[config.mk]
export PLATFORM = sky130hd
export DESIGN_NAME = gf180mcu_mux2_arbiter
export DESIGN_NICKNAME = d
export VERILOG_FILES = /design/src/rtl/gf180mcu_mux2_arbiter.sv
export SDC_FILE = /design/constraint.sdc
export NUM_CORES = 1
export LEC_CHECK = 0
export CORE_AREA = 8 8 45 47
export DETAILED_ROUTE_END_ITERATION = 10
export DIE_AREA = 0 0 53 55
export PLACE_DENSITY = 0.58
export SETUP_SLACK_MARGIN = 0.02
export SLEW_MARGIN = 20
export SYNTH_ARGS = -nofsm -noshare
export SYNTH_HDL_FRONTEND = slang
export SYNTH_SLANG_ARGS = --single-unit
[constraint.sdc]
create_clock -name CLK -period 3.8 [get_ports CLK]
set_input_delay 0.57 -clock CLK [delete_from_list [all_inputs] [get_ports CLK]]
set_output_delay 0.57 -clock CLK [all_outputs]
set_load 0.1 [all_outputs]
[src/rtl/gf180mcu_mux2_arbiter.sv]
// ---------------------------------------------------------------------------
// gf180mcu_mux2_arbiter
//
// Purpose:
//   Two-requester round-robin arbiter that owns the select line of a row of
//   2:1 mux cells, sharing one downstream channel between sources A and B.
//   Sel only moves while no grant is live. Every change of source passes
//   through a one-cycle SWITCH state with no grant (break-before-make), so
//   the mux never carries a changing selection under an active grant.
//
// Optional feature (compile-time macro MUX2_ARB_TIMEOUT_EN):
//   When defined, a grant held for HOLD_MAX cycles while the other side is
//   requesting is forcibly released. When undefined the hold counter is not
//   built and HOLD_MAX / CNT_W have no effect.
//
// Ports:
//   CLK   in   clock, all state changes on the rising edge
//   RST   in   synchronous active-high reset
//   ReqA  in   level request from source A (held high until done)
//   ReqB  in   level request from source B (held high until done)
//   GntA  out  registered grant to A
//   GntB  out  registered grant to B
//   Sel   out  registered mux select (0 = A, 1 = B)
//   Busy  out  registered GntA | GntB
// ---------------------------------------------------------------------------
module gf180mcu_mux2_arbiter #(
  parameter int HOLD_MAX = 15,
  parameter int CNT_W    = 4
) (
  input  logic CLK,
  input  logic RST,
  input  logic ReqA,
  input  logic ReqB,
  output logic GntA,
  output logic GntB,
  output logic Sel,
  output logic Busy
);

  typedef enum logic [1:0] {
    ST_IDLE   = 2'd0,
    ST_SWITCH = 2'd1,
    ST_GNT_A  = 2'd2,
    ST_GNT_B  = 2'd3
  } state_t;

  state_t r_state;
  state_t w_state_next;
  logic   r_sel;
  logic   w_sel_next;
  logic   r_rr;          // round-robin pointer: 0 = A preferred, 1 = B preferred
  logic   w_rr_next;
  logic   r_gnt_a;
  logic   r_gnt_b;
  logic   r_busy;
  logic   w_winner;      // 0 = A, 1 = B; only meaningful when a request is up
  logic   w_release_a;
  logic   w_release_b;

  // Lone requester wins outright; a tie goes to the side rr_ptr favours.
  assign w_winner = (ReqA && !ReqB) ? 1'b0 :
                    (ReqB && !ReqA) ? 1'b1 : r_rr;

`ifdef MUX2_ARB_TIMEOUT_EN
  localparam logic [CNT_W-1:0] HOLD_LAST = CNT_W'(HOLD_MAX - 1);
  localparam logic [CNT_W-1:0] CNT_SAT   = {CNT_W{1'b1}};

  logic [CNT_W-1:0] r_hold_cnt;
  logic             w_expired;
  logic             w_in_gnt;
  logic             w_gnt_entry;

  assign w_expired   = (r_hold_cnt == HOLD_LAST);
  assign w_in_gnt    = (r_state == ST_GNT_A) || (r_state == ST_GNT_B);
  assign w_gnt_entry = !w_in_gnt &&
                       ((w_state_next == ST_GNT_A) || (w_state_next == ST_GNT_B));

  // Counts granted cycles: 0 in the first granted cycle, saturating.
  always_ff @(posedge CLK) begin
    if (RST) begin
      r_hold_cnt <= '0;
    end else if (w_gnt_entry) begin
      r_hold_cnt <= '0;
    end else if (w_in_gnt && (r_hold_cnt != CNT_SAT)) begin
      r_hold_cnt <= r_hold_cnt + 1'b1;
    end
  end

  // Preemption only when the other side is actually waiting.
  assign w_release_a = !ReqA || (w_expired && ReqB);
  assign w_release_b = !ReqB || (w_expired && ReqA);
`else
  assign w_release_a = !ReqA;
  assign w_release_b = !ReqB;
`endif

  always_comb begin
    w_state_next = r_state;
    w_sel_next   = r_sel;
    w_rr_next    = r_rr;
    case (r_state)
      ST_IDLE: begin
        if (ReqA || ReqB) begin
          if (w_winner == r_sel) begin
            // Mux already points at the winner: grant without a dead cycle.
            w_state_next = w_winner ? ST_GNT_B : ST_GNT_A;
            w_rr_next    = ~w_winner;
          end else begin
            w_state_next = ST_SWITCH;
            w_sel_next   = w_winner;
          end
        end
      end
      ST_SWITCH: begin
        // Committed: grant whoever Sel now points at, even if it let go.
        w_state_next = r_sel ? ST_GNT_B : ST_GNT_A;
        w_rr_next    = ~r_sel;
      end
      ST_GNT_A: begin
        if (w_release_a) begin
          if (ReqB) begin
            w_state_next = ST_SWITCH;
            w_sel_next   = 1'b1;
          end else begin
            w_state_next = ST_IDLE;
          end
        end
      end
      ST_GNT_B: begin
        if (w_release_b) begin
          if (ReqA) begin
            w_state_next = ST_SWITCH;
            w_sel_next   = 1'b0;
          end else begin
            w_state_next = ST_IDLE;
          end
        end
      end
      default: begin
        w_state_next = ST_IDLE;
      end
    endcase
  end

  // Outputs are registered from the next-state decode so they change on the
  // same edge as the state, with no combinational path to the pins.
  always_ff @(posedge CLK) begin
    if (RST) begin
      r_state <= ST_IDLE;
      r_sel   <= 1'b0;
      r_rr    <= 1'b0;
      r_gnt_a <= 1'b0;
      r_gnt_b <= 1'b0;
      r_busy  <= 1'b0;
    end else begin
      r_state <= w_state_next;
      r_sel   <= w_sel_next;
      r_rr    <= w_rr_next;
      r_gnt_a <= (w_state_next == ST_GNT_A);
      r_gnt_b <= (w_state_next == ST_GNT_B);
      r_busy  <= (w_state_next == ST_GNT_A) || (w_state_next == ST_GNT_B);
    end
  end

  assign GntA = r_gnt_a;
  assign GntB = r_gnt_b;
  assign Sel  = r_sel;
  assign Busy = r_busy;

endmodule
==> impl_metrics.env <==
export IMPL_status="finished clean"
export IMPL_max_stage_delay_ns=0.62
export IMPL_grt_first_pass_wirelength_um=1504
export IMPL_min_path_type="register to register"
export IMPL_holdCritStartpoint="r_rr"
export IMPL_tns_ns=0
export IMPL_crit_path_end_kind="register"
export IMPL_clock_latency_ns=0.27
export IMPL_syn_nets=49
export IMPL_critPathBufInv=1
export IMPL_ant_nets=0
export IMPL_reg2reg_depth=6
export IMPL_wl_met2_um=377
export IMPL_synth_avg_cell_area_um2=8.787
export IMPL_ctsLongestPathBuffers=2
export IMPL_cts_tree="done"
export IMPL_synthTopCellsByCount="dfxtp_1 (7), a21oi_1 (4), inv_1 (4), nor2_1 (4)"
export IMPL_synth_top_area_share_pct=36.25
export IMPL_row_count=14
export IMPL_die_h_um=55
export IMPL_path_max_fanout=8
export IMPL_final_util_pct=35.53
export IMPL_holdPathStages=2
export IMPL_grtUsageTotal_pct=7.495
export IMPL_finalMaxSlewViolations=0
export IMPL_holdPathEnd="r_rr"
export IMPL_worstSetupPathType="input port to register"
export IMPL_core_area_um2=1384
export IMPL_async_reset_ff_share_pct=0
export IMPL_highest_layer="met4"
export IMPL_grt_pass1_vias=347
export IMPL_clockRootBuffer="clkbuf_4"
export IMPL_overflow=0
export IMPL_num_vias=363
export IMPL_io_buffers=7
export IMPL_postCtsSetupBuffers=0
export IMPL_area_delta_synth_final_pct=27.18
export IMPL_wl_per_cell_um=12.46
export IMPL_setup_viol=0
export IMPL_irDropWorstVdd_mv=0.3208
export IMPL_maxCapViolCount=0
export IMPL_drt_initial_drc_count=5
export IMPL_critPathSlowestCell="clkdlybuf4s50_1"
export IMPL_antenna_found_initial=0
export IMPL_start_util_pct=27.94
export IMPL_fin_crit_sh_pct=64.39
export IMPL_hold_viol_final=0
export IMPL_dp_hpwl_um=609.2
export IMPL_leakagePower_nw=0.1852
export IMPL_powerDensity_nw_per_um2=828.7
export IMPL_htreeDepth=1
export IMPL_rsz0062_at_grt="false"
export IMPL_fin_crit_ns=2.447
export IMPL_grt_max_degree=12
export IMPL_drt_wl_total_um=872
export IMPL_drtPass1Iterations=4
export IMPL_cts_made_buffers=3
export IMPL_synth_top_area_cell="dfxtp_1"
export IMPL_slew_headroom_pct=35.35
export IMPL_cpLargestDelayFamily="buffers and inverters"
export IMPL_nFillCells=149
export IMPL_drc=0
export IMPL_n_antenna_cell=0
export IMPL_syn_inst=44
export IMPL_wl_met3_um=46
export IMPL_place_congestion=0.7645
export IMPL_rr_endpoint="Sel"
export IMPL_r2r_start="r_rr"
export IMPL_r2r_slack_ns=2.07
export IMPL_cpMostUsedCell="a21oi_1"
export IMPL_holdBufCountCts=0
export IMPL_ys_seq_elements=7
export IMPL_die_w_um=53
export IMPL_drt_vias_per_instance=5.186
export IMPL_ys_types=23
export IMPL_synth_seq_area_share_pct=36.25
export IMPL_synth_edf_count=0
export IMPL_clkSinkCount=7
export IMPL_required_ns=3.96
export IMPL_synth_most_common_cell="dfxtp_1"
export IMPL_max_freq_mhz=408.7
export IMPL_syn_area_um2=386.6
export IMPL_io_pins=8
export IMPL_path_cells="clkdlybuf4s50_1 -> nand2b_1 -> a21oi_1 -> ha_1 -> or2_2 -> a21oi_1 -> o22ai_1 -> mux2_4"
export IMPL_cts_resized=0
export IMPL_final_nets=60
export IMPL_synth_ff_type="dfxtp_1"
export IMPL_drive_gt1_share_pct=11.11
export IMPL_start_kind="input port"
export IMPL_dieArea_um2=2915
export IMPL_clk_pin_slew_ns=0.06
export IMPL_synth_area_leaders="dfxtp_1 (36%), a21oi_1 (5.2%), mux2i_1 (5.2%)"
export IMPL_worstPathArrival_ns=2.61
export IMPL_tightest_slew_ns=0.9667
export IMPL_drt_met1_wl_um=412
export IMPL_yosys_warnings=0
export IMPL_fin_skew_ns=0.01179
report_power, final:
part           internal (mW)  total (mW)  switching, mW  leakage (nW)
logic                 0.0728       0.214          0.141         0.112
clock network         0.0405      0.0743         0.0338        0.0150
registers             0.0957       0.120         0.0239        0.0578
total                  0.209       0.408          0.199         0.185
final cells by class:
type / count / area (µm²) / area share [%]
Clock buffer: 4 / 26.28 / 5.344
Inverter: 4 / 15.01 / 3.053
Multi-Input combinational cell: 32 / 220.2 / 44.78
Sequential cell: 7 / 140.1 / 28.50
Tap cell: 16 / 20.02 / 4.071
Timing Repair Buffer: 7 / 70.07 / 14.25
state kept, by name, summed over array words and instances (netlist names):
name,cells
Sel,1
Busy,1
r_rr,1
GntB,1
GntA,1
r_state,2
per-stage QoR:
stage | cells | total power [mW] | setup slack (ns) | cell area [µm²] | hold slack, ns
after global routing | 70 | 0.4341 | 1.216 | 491.7 | 0.5926
final | 70 | 0.4075 | 1.353 | 491.7 | 0.5262
after floorplan | 44 | 0.2942 | 1.428 | 386.6 | 0.4748
after global placement | 66 | 0.3340 | 1.086 | 465.4 | 0.5103
after CTS | 70 | 0.4107 | 1.376 | 491.7 | 0.5220
after detailed placement | 66 | 0.3343 | 1.086 | 465.4 | 0.5126
per-layer routing:
metal | vias to the layer above | global-route usage (%)
li1 | 175 | -
met1 | 176 | 8.232
met2 | 8 | 9.961
met3 | 4 | 2.941
met4 | 0 | 9.052
met5 | - | 0
worst max-delay path by stage:
stage,from,endpoint,cells past startpoint
5_1_grt,ReqA,Sel,8
6_report,ReqA,Sel,8
2_1_floorplan,Sel,Sel,6
3_3_place_gp,ReqA,Sel,8
4_1_cts,ReqA,Sel,8
3_5_place_dp,ReqA,Sel,8
layout by cell type, fill, tap and decap left out:
cell / instances
or2_2: 1
o22ai_1: 1
o21ai_0: 2
a21oi_1: 4
nor3b_1: 1
and3b_1: 1
ha_1: 1
clkbuf_1: 1
and2_1: 1
a211oi_1: 2
mux2_4: 1
nor2b_1: 2
a221oi_2: 1
nand2b_1: 2
o21ai_1: 1
a41oi_1: 1
clkdlybuf4s50_1: 7
nor2_1: 4
a221oi_1: 1
inv_1: 4
clkbuf_4: 3
dfxtp_1: 7
mux2i_1: 2
nand2_1: 2
o21a_1: 1
worst reg2reg max path, delay by kind of cell (launching register included):
kind	cells	cell delay (ns)
AOI/OAI and AO/OA	3	0.34
adders and majority gates	1	0.33
DFF	1	0.38
muxes	1	0.30
and+or+nand+nor	1	0.29
cells by family after synthesis:
logic type	after synthesis	share of synthesized area (%)
flip-flops	7	36.24
multiplexers	3	9.061
buffers and inverters	5	6.795
adder cells (fa/ha/maj)	1	3.236
AND/OR/NAND/NOR	14	19.74
AO/OA/AOI/OAI	14	24.92
No activity file was read; power rests on OpenSTA's default activity.
